`src/rtl/branch_pkg.sv`:
```
// ============================================================================
// Module   : branch_pkg
// Purpose  : Shared types and constants for the conditional-branch sequencer.
// Revision : 1.0  initial release
// ============================================================================
`default_nettype none

package branch_pkg;

  typedef enum logic [1:0] {
    IDLE    = 2'd0,
    EVAL    = 2'd1,
    RESOLVE = 2'd2,
    DONE    = 2'd3
  } state_e;

  // C2 condition-field encodings carried to the external CON evaluator
  localparam logic [1:0] BRZR = 2'b00;
  localparam logic [1:0] BRNZ = 2'b01;
  localparam logic [1:0] BRPL = 2'b10;
  localparam logic [1:0] BRMI = 2'b11;

  localparam int C2_HI = 20;
  localparam int C2_LO = 19;

endpackage

`default_nettype wire

```
`src/rtl/sat_counter.sv`:
```
// ============================================================================
// Module   : sat_counter
// Purpose  : Up-counter that sticks at all-ones; asynchronous clear.
// Revision : 1.0  initial release
// ============================================================================
`default_nettype none

module sat_counter #(
  parameter int CNT_W = 16
) (
  input  logic             clk,
  input  logic             clr,
  input  logic             inc,
  output logic [CNT_W-1:0] q
);

  logic [CNT_W-1:0] cnt_q;
  logic [CNT_W-1:0] cnt_d;

  always_comb begin
    cnt_d = cnt_q;
    if (inc && (cnt_q != {CNT_W{1'b1}})) begin
      cnt_d = cnt_q + CNT_W'(1);
    end
  end

  always_ff @(posedge clk or posedge clr) begin
    if (clr) begin
      cnt_q <= '0;
    end else begin
      cnt_q <= cnt_d;
    end
  end

  assign q = cnt_q;

endmodule

`default_nettype wire

```
`src/rtl/branch_seq.sv`:
```
// ============================================================================
// Module   : branch_seq
// Purpose  : Control sequencer for brzr/brnz/brpl/brmi; drives CON-load and
//            register strobes, then loads the PC from the registered CON.
//            Optional macro BRANCH_STATS_EN adds taken/not-taken counters.
// Revision : 1.0  initial release
// ============================================================================
`default_nettype none

module branch_seq
  import branch_pkg::*;
#(
  parameter int DATA_W = 32,
  parameter int CNT_W  = 16
) (
  input  logic              clk,
  input  logic              clr,
  input  logic              start,
  input  logic [DATA_W-1:0] ir,
  input  logic              con,
  output logic [1:0]        cond,
  output logic              gra,
  output logic              grb,
  output logic              r_out,
  output logic              con_ld,
  output logic              pc_ld,
  output logic              busy,
  output logic              done,
  output logic              taken,
  output logic [CNT_W-1:0]  taken_cnt,
  output logic [CNT_W-1:0]  nottaken_cnt
);

  state_e     state_q;
  logic [1:0] cond_q;
  logic       taken_q;
  logic       gra_q;
  logic       grb_q;
  logic       r_out_q;
  logic       con_ld_q;
  logic       busy_q;
  logic       done_q;

  // Only the C2 field of the instruction matters to this block.
  logic unused_ir;
  assign unused_ir = ^{ir[DATA_W-1:C2_HI+1], ir[C2_LO-1:0]};

  // Strobes are computed one edge early so each output is a plain flop.
  always_ff @(posedge clk or posedge clr) begin
    if (clr) begin
      state_q  <= IDLE;
      cond_q   <= 2'b00;
      taken_q  <= 1'b0;
      gra_q    <= 1'b0;
      grb_q    <= 1'b0;
      r_out_q  <= 1'b0;
      con_ld_q <= 1'b0;
      busy_q   <= 1'b0;
      done_q   <= 1'b0;
    end else begin
      gra_q    <= 1'b0;
      grb_q    <= 1'b0;
      r_out_q  <= 1'b0;
      con_ld_q <= 1'b0;
      done_q   <= 1'b0;
      case (state_q)
        IDLE: begin
          if (start) begin
            state_q  <= EVAL;
            cond_q   <= ir[C2_HI:C2_LO];
            gra_q    <= 1'b1;
            r_out_q  <= 1'b1;
            con_ld_q <= 1'b1;
            busy_q   <= 1'b1;
          end
        end
        EVAL: begin
          state_q <= RESOLVE;
          grb_q   <= 1'b1;
          r_out_q <= 1'b1;
        end
        RESOLVE: begin
          state_q <= DONE;
          taken_q <= con;
          done_q  <= 1'b1;
        end
        DONE: begin
          state_q <= IDLE;
          busy_q  <= 1'b0;
        end
        default: begin
          state_q <= IDLE;
          busy_q  <= 1'b0;
        end
      endcase
    end
  end

  // CON was loaded at the end of EVAL, so it is valid throughout RESOLVE.
  assign pc_ld  = (state_q == RESOLVE) & con;

  assign cond   = cond_q;
  assign gra    = gra_q;
  assign grb    = grb_q;
  assign r_out  = r_out_q;
  assign con_ld = con_ld_q;
  assign busy   = busy_q;
  assign done   = done_q;
  assign taken  = taken_q;

`ifdef BRANCH_STATS_EN
  logic inc_taken;
  logic inc_nottaken;

  assign inc_taken    = done_q &  taken_q;
  assign inc_nottaken = done_q & ~taken_q;

  sat_counter #(.CNT_W(CNT_W)) u_taken_cnt (
    .clk (clk),
    .clr (clr),
    .inc (inc_taken),
    .q   (taken_cnt)
  );

  sat_counter #(.CNT_W(CNT_W)) u_nottaken_cnt (
    .clk (clk),
    .clr (clr),
    .inc (inc_nottaken),
    .q   (nottaken_cnt)
  );
`else
  assign taken_cnt    = '0;
  assign nottaken_cnt = '0;
`endif

endmodule

`default_nettype wire

```
`config.mk`:
```
export PLATFORM = sky130hd
export DESIGN_NAME = branch_seq
export DESIGN_NICKNAME = d
export VERILOG_FILES = /design/src/rtl/branch_pkg.sv /design/src/rtl/sat_counter.sv /design/src/rtl/branch_seq.sv
export SDC_FILE = /design/constraint.sdc
export NUM_CORES = 1
export LEC_CHECK = 0
export BUFFER_PORTS_ARGS = -buffer_cell sky130_fd_sc_hd__buf_2
export CAP_MARGIN = 0
export CORE_ASPECT_RATIO = 0.9
export CORE_MARGIN = 2
export CORE_UTILIZATION = 36
export DETAILED_ROUTE_END_ITERATION = 16
export PLACE_DENSITY = 0.85
export SKIP_LAST_GASP = 1
export SYNTH_ARGS = -nofsm -noshare
export SYNTH_HDL_FRONTEND = slang
export SYNTH_SLANG_ARGS = --single-unit
```
`constraint.sdc`:
```
create_clock -name clk -period 3.6 [get_ports clk]
set_input_delay 0.18 -clock clk [delete_from_list [all_inputs] [get_ports clk]]
set_output_delay 0.18 -clock clk [all_outputs]
set_load 0.1 [all_outputs]
```
==> flow_summary_export.csv <==
group,metric,value,unit
placed_design,gp_congestion,0.7280,
drt,initialDrtViolationCount,4,
global_routing,track_usage,7.407,%
floorplan,die_w,50.34,um
finish,nFillCells,205,
status,status,"complete, no violations",
worst_hold_path,min_from,"con",
synthesis,syn-cell-area,695.7,um^2
global_routing,grt_overflow_total,0,
global_routing,grt_start_max_net_pins,11,
clock_tree,ctsLongestPathBuffers,2,
drt,vias,370,
critical_path,r2r_start,"state_q[1]$_DFFE_PP0P_",
clock_tree,numClockSinks,10,
critical_path,crit_type,"flop to output pin",
critical_path,path_buf_inv,2,
floorplan,num_io_pins,78,
drt,routedWlPerCell,7.303,um
finish,layout-drive-gt1-share,29.76,%
clock_tree,insertion_delay,0.26,ns
drt,wirelength,796,um
clock_tree,cts-root-buf,"clkbuf_4",
worst_hold_path,hold_class,"input pin to flop",
sta,min_period,1.753,ns
finish,diodes,0,
floorplan,fp.dieH,45.71,um
drt,drcViolationCount,0,
sta,rsz0062_at_grt,"no",
finish,final_cell_mix,"conb_1 (32), buf_2 (15), dfrtp_1 (10)",
clock_tree,clkTransAtPathRegs,0.06,ns
sta,slew_violations,0,
synthesis,yosys_warnings,0,
sta,fmax,570.6,MHz
critical_path,path_cells,"inv_1 > ha_1 > and2_1 > buf_2",
critical_path,crit_path_end_kind,"output pin",
global_routing,grt_pass1_wl,1207,um
sta,setup_violations,0,
floorplan,core-area,0.001877,mm^2
critical_path,crit_family,"buffers and inverters",
critical_path,max_stage_delay,0.41,ns
synthesis,synth_seq_cells,10,
critical_path,cp_slowest_cell,"buf_2",
placed_design,dp_hpwl,681.5,um
sta,finClkSkew,0.001453,ns
global_routing,antenna_found_initial,0,
synthesis,syn_inst,66,
finish,multi_input_area,295.3,um^2
floorplan,dieArea,0.002301,mm^2
sta,timing_hold_violations_final,0,
clock_tree,cts_tree,"done",
clock_tree,cts.htree.levels,1,
synthesis,yosysSeqAreaShare,35.97,%
sta,setup_tns,0,ns
global_routing,grt_pass1_vias,326,
drt,dr.pass1.iters,2,
finish,final_common_cell,"conb_1",
finish,regArea,250.2,um^2
floorplan,rows,15,
critical_path,path_max_fanout,4,
finish,nets,126,
synthesis,syn_avg_cell_area,10.54,um^2
placed_design,portBuffers,15,
job,drv_cap,0,
critical_path,crit_start,"state_q[0]$_DFFE_PP0P_",
critical_path,arrival,1.57,ns
drt,ant_nets,0,
drt,vias_per_cell,3.394,
finish,area_delta_synth_final,3.058,%
critical_path,critPathRequiredTime,3.42,ns
synthesis,synth_cell_type_count,16,
critical_path,critPathLaunchType,"flop",
floorplan,start_util,37.07,%
sta,post-route-period-util,48.69,%
clock_tree,cts_buffers,3,
## metal layers
layer / track usage, % / part of all wire [%] / up-vias
met1: 6.694 / 35 / 163
li1: - / - / 176
met4: 6.486 / 1.6 / 0
met2: 13.68 / 48 / 29
met5: 0 / 0 / -
met3: 2.303 / 15 / 2
## synth_stat cells
cell type	n	area share [%]
nand2b_1	1	0.90
mux2i_1	1	1.4
inv_1	4	2.2
and2_1	1	0.90
mux2_4	3	6.5
dfrtp_1	10	36
nand2_2	1	0.90
o2bb2ai_1	1	1.3
a21oi_1	1	0.72
inv_2	1	0.54
conb_1	1	0.54
mux2_1	1	1.6
ha_1	5	9.0
nor3_1	1	0.72
buf_4	33	36
nor2b_2	1	1.3
## registers in the layout, summed over array words and instances (netlist names)
register / flops
grb: 1
state_q: 2
taken: 1
con_ld: 1
done: 1
cond: 2
busy: 1
r_out: 1
## logic make-up (layout without fill, tap and decap cells)
family,Yosys count,count (layout),share of synthesized area [%]
AND/OR/NAND/NOR,5,5,4.678
AO/OA/AOI/OAI,2,2,1.978
flip-flops,10,10,35.97
adder cells (fa/ha/maj),5,5,8.993
other,1,32,0.5391
multiplexers,5,5,9.532
buffers and inverters,38,25,38.31
## worst register-to-register path: cells and delay by family (launching register included)
family,cells,cell delay (ns)
flip-flops,1,0.42
multiplexers,1,0.31
AND/OR/NAND/NOR,1,0.23
adder cells (fa/ha/maj),1,0.21
buffers and inverters,1,0.12
## area by class of cell
type	count	area share, %
multi-input cells	49	41.19
inverters	5	2.618
well taps	25	4.363
clock buffers	4	5.061
flip-flops and latches	10	34.90
repair buffers	16	11.87
## final timing paths
path                       slack, ns                endpoint  cells after the start
setup reg to reg                2.20  state_q[1]$_DFFE_PP0P_                      4
setup / recovery                1.85                   pc_ld                      4
min in group asynchronous       0.43     cond[1]$_DFFE_PP0P_                      3
max in group asynchronous       2.92  state_q[1]$_DFFE_PP0P_                      3
hold reg to reg                 0.48       taken$_DFFE_PP0P_                      1
hold / removal                  0.15       taken$_DFFE_PP0P_                      2
## through the flow
step | setup WS (ns) | hold slack [ns] | cell area, um^2 | std cells | util, %
2_1_floorplan | 1.969 | 0.02018 | 812.0 | 97 | -
3_3_place_gp | 2.150 | 0.1543 | 670.6 | 104 | 35.73
3_5_place_dp | 2.115 | 0.1668 | 670.6 | 104 | 35.73
4_1_cts | 1.827 | 0.1453 | 716.9 | 109 | 38.20
5_1_grt | 1.745 | 0.1356 | 716.9 | 109 | 38.20
6_report | 1.847 | 0.1536 | 716.9 | 109 | 38.20
## what timing repair did
item	CTS	global route
endpoints found under the setup margin	0	0
resized for setup	0	0
setup buffers	0	0
hold endpoints to repair	10	0
hold buffers	1	0
Power is not shown: default switching activity piles up to over one toggle a cycle in this logic, so the estimate is an artifact.
